File: src/rtl/wallace_mult_pipe.sv
// Pipelined Wallace-tree multiplier (signed/unsigned per transaction) with valid/ready and tag pass-through.
// Define WALLACE_MULT_OCC_EN to add the in-flight counter outputs occ/idle.
module wallace_mult_pipe #(
  parameter int WIDTH      = 16,
  parameter int RED_STAGES = 3,
  parameter int TAG_W      = 4,
  localparam int LAT       = RED_STAGES + $clog2(2*WIDTH) + 1
) (
  input  logic                 clk,
  input  logic                 rst_n,
  input  logic                 flush,
  input  logic                 in_valid,
  output logic                 in_ready,
  input  logic [WIDTH-1:0]     a,
  input  logic [WIDTH-1:0]     b,
  input  logic                 in_signed,
  input  logic [TAG_W-1:0]     in_tag,
  output logic                 out_valid,
  input  logic                 out_ready,
  output logic [2*WIDTH-1:0]   product,
  output logic [TAG_W-1:0]     out_tag
`ifdef WALLACE_MULT_OCC_EN
  ,
  output logic [$clog2(LAT+1)-1:0] occ,
  output logic                 idle
`endif
);

  localparam int PW = 2*WIDTH;
  localparam int NR = WIDTH + 1;  // WIDTH pp rows plus the Baugh-Wooley constant row
  localparam int LG = $clog2(PW);

  typedef logic [NR-1:0][PW-1:0] rows_t;

  function automatic int rows_at(input int k);
    int r;
    r = NR;
    for (int i = 0; i < k; i++) r = (r/3)*2 + r%3;
    return r;
  endfunction

  function automatic int num_layers();
    int r;
    int n;
    r = NR;
    n = 0;
    while (r > 2) begin
      r = (r/3)*2 + r%3;
      n++;
    end
    return n;
  endfunction

  // One Wallace layer: every full group of three rows becomes sum+carry, leftovers pass through.
  function automatic rows_t csa_layer(input rows_t r, input int n);
    rows_t o;
    int g;
    o = '0;
    g = n/3;
    for (int i = 0; i < NR/3; i++)
      if (i < g) begin
        o[2*i]   = r[3*i] ^ r[3*i+1] ^ r[3*i+2];
        o[2*i+1] = ((r[3*i] & r[3*i+1]) | (r[3*i] & r[3*i+2]) | (r[3*i+1] & r[3*i+2])) << 1;
      end
    for (int j = 0; j < 2; j++)
      if (j < n%3) o[2*g+j] = r[3*g+j];
    return o;
  endfunction

  localparam int NL = num_layers();

  logic adv;
  assign adv      = out_ready | ~out_valid;
  assign in_ready = adv;

  // valid shift register, bit LAT-1 is the output register
  logic [LAT-1:0] vld_pipe;
  always_ff @(posedge clk or negedge rst_n)
    if (!rst_n)     vld_pipe <= '0;
    else if (flush) vld_pipe <= '0;
    else if (adv)   vld_pipe <= {vld_pipe[LAT-2:0], in_valid};
  assign out_valid = vld_pipe[LAT-1];

  // Modified Baugh-Wooley: invert a[n-1]&b[j] and a[i]&b[n-1] (not both), add 2^n + 2^(2n-1)
  rows_t pp;
  always_comb begin
    pp = '0;
    for (int j = 0; j < WIDTH; j++)
      for (int i = 0; i < WIDTH; i++)
        pp[j][i+j] = (a[i] & b[j]) ^ (in_signed & ((i == WIDTH-1) != (j == WIDTH-1)));
    if (in_signed) begin
      pp[WIDTH][WIDTH] = 1'b1;
      pp[WIDTH][PW-1]  = 1'b1;
    end
  end

  rows_t          red_q [RED_STAGES];
  logic [PW-1:0]  rx_q, ry_q;

  for (genvar s = 0; s < RED_STAGES; s++) begin : g_red
    localparam int LO = s*NL/RED_STAGES;
    localparam int HI = (s+1)*NL/RED_STAGES;
    rows_t lr [HI-LO+1];
    if (s == 0) begin : g_src0
      assign lr[0] = pp;
    end else begin : g_srcn
      assign lr[0] = red_q[s-1];
    end
    for (genvar k = LO; k < HI; k++) begin : g_lay
      assign lr[k-LO+1] = csa_layer(lr[k-LO], rows_at(k));
    end
    if (s == RED_STAGES-1) begin : g_last
      always_ff @(posedge clk)
        if (adv) begin
          rx_q <= lr[HI-LO][0];
          ry_q <= lr[HI-LO][1];
        end
    end else begin : g_mid
      always_ff @(posedge clk)
        if (adv) red_q[s] <= lr[HI-LO];
    end
  end

  // Kogge-Stone carry network, one register per level; ks_q carries the bitwise propagate for the final sum
  logic [PW-1:0] kg_q [LG];
  logic [PW-1:0] ks_q [LG];
  logic [PW-1:0] kp_q [LG-1];

  for (genvar l = 0; l < LG; l++) begin : g_ks
    localparam int D = 2**l;
    logic [PW-1:0] gi, pi, si;
    if (l == 0) begin : g_in
      assign gi = rx_q & ry_q;
      assign pi = rx_q ^ ry_q;
      assign si = pi;
    end else begin : g_prev
      assign gi = kg_q[l-1];
      assign pi = kp_q[l-1];
      assign si = ks_q[l-1];
    end
    always_ff @(posedge clk)
      if (adv) begin
        kg_q[l] <= gi | (pi & (gi << D));
        ks_q[l] <= si;
      end
    if (l < LG-1) begin : g_p
      always_ff @(posedge clk)
        if (adv) kp_q[l] <= pi & (pi << D);
    end
  end

  logic [PW-1:0] sum_w;
  assign sum_w = ks_q[LG-1] ^ (kg_q[LG-1] << 1);

  logic [TAG_W-1:0] tag_q [LAT-1];
  always_ff @(posedge clk)
    if (adv) begin
      tag_q[0] <= in_tag;
      for (int k = 1; k < LAT-1; k++) tag_q[k] <= tag_q[k-1];
    end

  always_ff @(posedge clk or negedge rst_n)
    if (!rst_n) begin
      product <= '0;
      out_tag <= '0;
    end else if (adv) begin
      product <= sum_w;
      out_tag <= tag_q[LAT-2];
    end

`ifdef WALLACE_MULT_OCC_EN
  localparam int OCW = $clog2(LAT+1);
  logic acc, emit;
  assign acc  = in_valid & in_ready;
  assign emit = out_valid & out_ready;
  always_ff @(posedge clk or negedge rst_n)
    if (!rst_n)              occ <= '0;
    else if (flush)          occ <= '0;
    else if (acc && !emit)   occ <= occ + OCW'(1);
    else if (emit && !acc)   occ <= occ - OCW'(1);
  assign idle = (occ == '0);
`endif

endmodule
File: config.mk
export PLATFORM = sky130hd
export DESIGN_NAME = wallace_mult_pipe
export DESIGN_NICKNAME = d
export VERILOG_FILES = /design/src/rtl/wallace_mult_pipe.sv
export SDC_FILE = /design/constraint.sdc
export NUM_CORES = 1
export LEC_CHECK = 0
export ABC_CLOCK_PERIOD_IN_PS = 11800
export CAP_MARGIN = 20
export CORE_AREA = 2 2 226 228
export CTS_CLUSTER_SIZE = 14
export DETAILED_ROUTE_END_ITERATION = 7
export DIE_AREA = 0 0 228 230
export PLACE_DENSITY = 0.79
export SETUP_SLACK_MARGIN = 0.3
export SYNTH_ARGS = -nofsm -noshare
export SYNTH_HDL_FRONTEND = slang
export SYNTH_SLANG_ARGS = --single-unit
File: constraint.sdc
create_clock -name clk -period 11.8 [get_ports clk]
set_input_delay 1.18 -clock clk [delete_from_list [all_inputs] [get_ports clk]]
set_output_delay 1.18 -clock clk [all_outputs]
set_load 0.02 [all_outputs]
; ---- Word-level counts from Yosys, hierarchy flattened
; Memory sizes are Yosys's and may differ from the RTL's. A register that Yosys moved wholly into a read port is not among the register bits.
; Index checks and enable logic that the tools add are counted.
[totals]
ff_bits = 104
mem_count = 5
inputBits = 42
mem_bits_rw = 1236
[mem_list]
columns = name, words, width, rd, rd_clocked_by_memory_dff, wr, line
row1 = red_q, 3, 252, 2, 0, 2, 97  ; rows_t red_q [RED_STAGES];
row2 = kg_q, 5, 32, 5, 0, 5, 125  ; logic [PW-1:0] kg_q [LG];
row3 = ks_q, 5, 32, 5, 0, 5, 126  ; logic [PW-1:0] ks_q [LG];
row4 = kp_q, 4, 32, 4, 0, 4, 127  ; logic [PW-1:0] kp_q [LG-1];
row5 = tag_q, 8, 4, 8, 1, 8, 155  ; logic [TAG_W-1:0] tag_q [LAT-1];
[classes]
bitwise_logic = 410
reduce_logical = 2
n_mux = 5
[op_table]
columns = cell, n
row1 = $and A31 B31 Y31, 28
row2 = $or A31 B31 Y31, 25
row3 = $xor A32 B32 Y32, 21
row4 = $and A32 B32 Y32, 10
row5 = $and A1 B1 Y1, 256
row6 = $or A32 B32 Y32, 5
row7 = $and A31 B17 Y31, 2
row8 = $xor A32 B31 Y32, 1
row9 = $or A31 B18 Y31, 1
row10 = $or A31 B21 Y31, 1
row11 = $or A31 B24 Y31, 1
row12 = $or A31 B27 Y31, 1
row13 = $or A31 B30 Y31, 1
row14 = $and A28 B30 Y30, 1
row15 = $and A29 B30 Y30, 1
row16 = $xor A1 B1 Y1, 30
row17 = $xor A29 B30 Y30, 1
row18 = $and A28 B29 Y29, 1
row19 = $xor A28 B29 Y29, 1
row20 = $and A25 B27 Y27, 1
row21 = $and A26 B27 Y27, 1
row22 = $xor A26 B27 Y27, 1
row23 = $and A25 B26 Y26, 1
row24 = $xor A25 B26 Y26, 1
row25 = other kinds (21), 24

; ---- Logic depth before layout (Yosys ltp)
[depth]
depth_word = 8
ltp_mapped = 6
mapped_depth_nobuf = 5

; ---- Worst setup path before layout
; No wires, ideal clock.
[synth_path]
path_kind = input to output
from = input out_ready
to = output in_ready
required_ns = 10.620
arrival_time_ns = 9.073
stages = 4
n_path_buf = 2
slack_ns = 1.547
path_cell_list = nor2b_4 buf_6 inv_4 buf_2
[synth_between]
elab_chain_cells = 1
[synth_lines]
columns = element, line
row1 = from (decl), 19  ; input logic out_ready,
row2 = $or A1 B1 Y1, 73  ; assign adv = out_ready | ~out_valid;
row3 = to (decl), 13  ; output logic in_ready,
; Every way passes these cells.

; ---- Worst setup path after layout
; Ends and elaborated chain as after synthesis.

==> run metrics <==
outcome=finished clean; Final Wtd Congestion=about 0.8; peak supply drop=around 0.12 mV; number of synthesized register bits=between 700 and 800; fin util=68.79%; Cell Pwr Density=~220 nW/um^2; Area growth syn-to-layout=11.74%; pre-CTS WS=~7 ns; routed vias=between 10000 and 15000; I/O Buffers=around 80; Clock power frac=26.9%; critical setup path kind=primary input to output pin; Initial Utilization=61.56%; Seq pwr share=between 50 and 60%; ant diodes=0; number of antenna-violating nets in the routed design=0; Comb pwr share=between 10% and 20%; DRC viols=0; Mapped Cells=1804; number of global-route vias before repair=about 15000; Via density=5.268; first-pass GRT wire length=just under 80000 um; Top FF cell, synth=edfxtp_1; multi-input logic area=8617 um^2; FF+latch area=21190 um^2; total grt overflow=0; # Max-Cap Violations=0; drt total wl=between 40000 and 50000 um; DR iter-0 viols=1056; layout cells sized above 1=under 10%; Synth Net Count=2138; Clock Latency Late Sink=0.61 ns; Clock transition at path regs=0.06 ns; Max Clock Skew=0.02077 ns; final setup violation count=0; Avg Cell Area, Syn=about 17 um^2; max_slew headroom=between 10% and 20%; count of different cell masters after synthesis=23; Worst EP arrival=~3.4 ns; CTS Root Cell=clkbuf_16; Final Hold Viols=0; CP endpoint kind=output pin; Final Cycle Share=between 30% and 40%; Final min period=approximately 4.5 ns; TNS Setup=0 ns; Psw=~0.002 W; 1st-pass router iterations=5; Slew @ Worst Pin=about 1.3 ns; CTS Buf Count=roughly 70; TritonCTS Sinks=a little over 700; die area=~52000 um^2; num rows=82; CP Launch Type=primary input; IO Count=80; Hold Path Class=primary input to async pin; die height=230 um; Int Pwr=roughly 0.0057 W; sequential element share of the synthesized area=between 60% and 70%; FILL cells=roughly 3100; Die X=between 200 and 250 um; number of synthesized flops with an enable pin=around 670; CTS tree=done; RSZ-0062 raised after global routing=false; synthesized cell area=30690 um^2; Pleak=between 10 and 15 nW; Post-CTS Setup Inserts=0; clock buffer depth=3; Post-CTS Resized=0; most frequent cells in the layout=668 x edfxtp_1, 245 x and2_1, 199 x fa_1, 170 x inv_1, 153 x nand2_1; Core ar.=49860 um^2; worst setup margin=7.252 ns; CTS Hold Bufs=0; post-DP HPWL=just over 30000 um; commonest non-fill, non-tap cell in the layout=edfxtp_1; CP required=approximately 11 ns; Highest Clock Rate=219.9 MHz; largest net degree at the start of global routing=slightly above 200; CP Max Fanout=150; Overall Global Routing Usage=19.34%; H-tree depth=3; NumNets Final=approximately 2200; post-DR wirelength/cell=between 15 and 20 um; Slew Viols, Final=0; initial antenna violation count=0; sw frac=between 20% and 30%; YS warnings=0; ys async rst share=~6.3%; Hold Worst Slack=0.3767 ns
## per-stage QoR
stage / total power [W] / cells / cell area, um^2
6_report: 0.007624 / 2633 / 34300
3_5_place_dp: 0.005620 / 2512 / 32140
2_1_floorplan: 0.004986 / 1804 / 30690
4_1_cts: 0.007721 / 2630 / 34220
5_1_grt: 0.008078 / 2633 / 34300
3_3_place_gp: 0.005495 / 2512 / 32140
## area by class of cell
class | count | share of cell area (%)
repair buffers | 88 | 2.663
clock inverters | 30 | 0.7442
clock buffers | 88 | 5.333
well taps | 672 | 2.451
multi-input cells | 871 | 25.12
flip-flops and latches | 713 | 61.77
inverters | 171 | 1.919
## synth_stat cells (2+ instances only)
cell type  instances  share of area (%)
buf_4              6               0.15
a21oi_1            5              0.082
clkbuf_1          29               0.35
xor2_1             3              0.086
and2_1           245                5.0
xnor2_1           53                1.5
buf_2              5              0.082
a21o_1            89                2.2
o21ai_0           24               0.39
clkbuf_2           4              0.065
buf_6              4               0.15
inv_1            170                2.1
dfrtp_1           45                3.7
fa_1             199                 13
a21oi_2            3              0.086
ha_1              93                3.8
nor2_1             2              0.024
nand2_1          153                1.9
edfxtp_1         668                 65
## cell families after synthesis
logic type               Yosys count  synth area share, %
buffers and inverters            220                2.906
adder cells (fa/ha/maj)          292                16.77
AND/OR/NAND/NOR                  401                6.934
flip-flops                       713                69.02
multiplexers                       1              0.03668
XOR/XNOR                          56                1.598
AO/OA/AOI/OAI                    121                2.735
## sequential cells by signal (all words and copies together), names as in the netlist
name	flops
product	32
vld_pipe	9
tag_q	32
kg_q	120
out_tag	4
kp_q	66
red_q	233
ks_q	160
ry_q	25
rx_q	32
## power by group through the flow
stage	sequential, W	combinational, W	clock [W]
global route	0.00431	0.00157	0.00220
finish	0.00421	0.00136	0.00205
global placement	0.00422	0.00127	0
detailed placement	0.00426	0.00136	0
CTS	0.00423	0.00139	0.00210
floorplan	0.00418	0.000804	0
## path summary, 6_finish.rpt
path	startpoint	end	slack, ns	cells past startpoint
min in group clk	ks_q[0][118]$_DFFE_PP_	ks_q[0][150]$_DFFE_PP_	0.40	0
worst max register to register	vld_pipe[8]$_DFFE_PN0P_	kg_q[0][92]$_DFFE_PP_	8.58	6
worst min-delay path	rst_n	out_tag[2]$_DFFE_PN0P_	0.38	1
worst min register to register	ks_q[0][118]$_DFFE_PP_	ks_q[0][150]$_DFFE_PP_	0.40	0
worst max-delay path	out_ready	in_ready	7.25	5
max in group asynchronous	rst_n	product[27]$_DFFE_PN0P_	10.98	2
## layer usage
| metal | part of all wire, % | vias to the layer above | global-route usage [%] | routed length (um) |
|---|---|---|---|---|
| li1 | - | 6391 | - | - |
| met1 | 41 | 6979 | 25.84 | 19840 |
| met2 | 50 | 396 | 31.52 | 23880 |
| met3 | 5.5 | 105 | 3.683 | 2633 |
| met4 | 3.2 | 0 | 8.517 | 1542 |
| met5 | 0 | - | 0 | 0 |
## worst max-delay path: stages
cell and delay (ns):
clkdlybuf4s50_1 0.44, nor2b_4 0.11, buf_4 0.53, inv_16 0.34
clkdlybuf4s50_1 0.65
No activity file was read; power rests on OpenSTA's default activity.
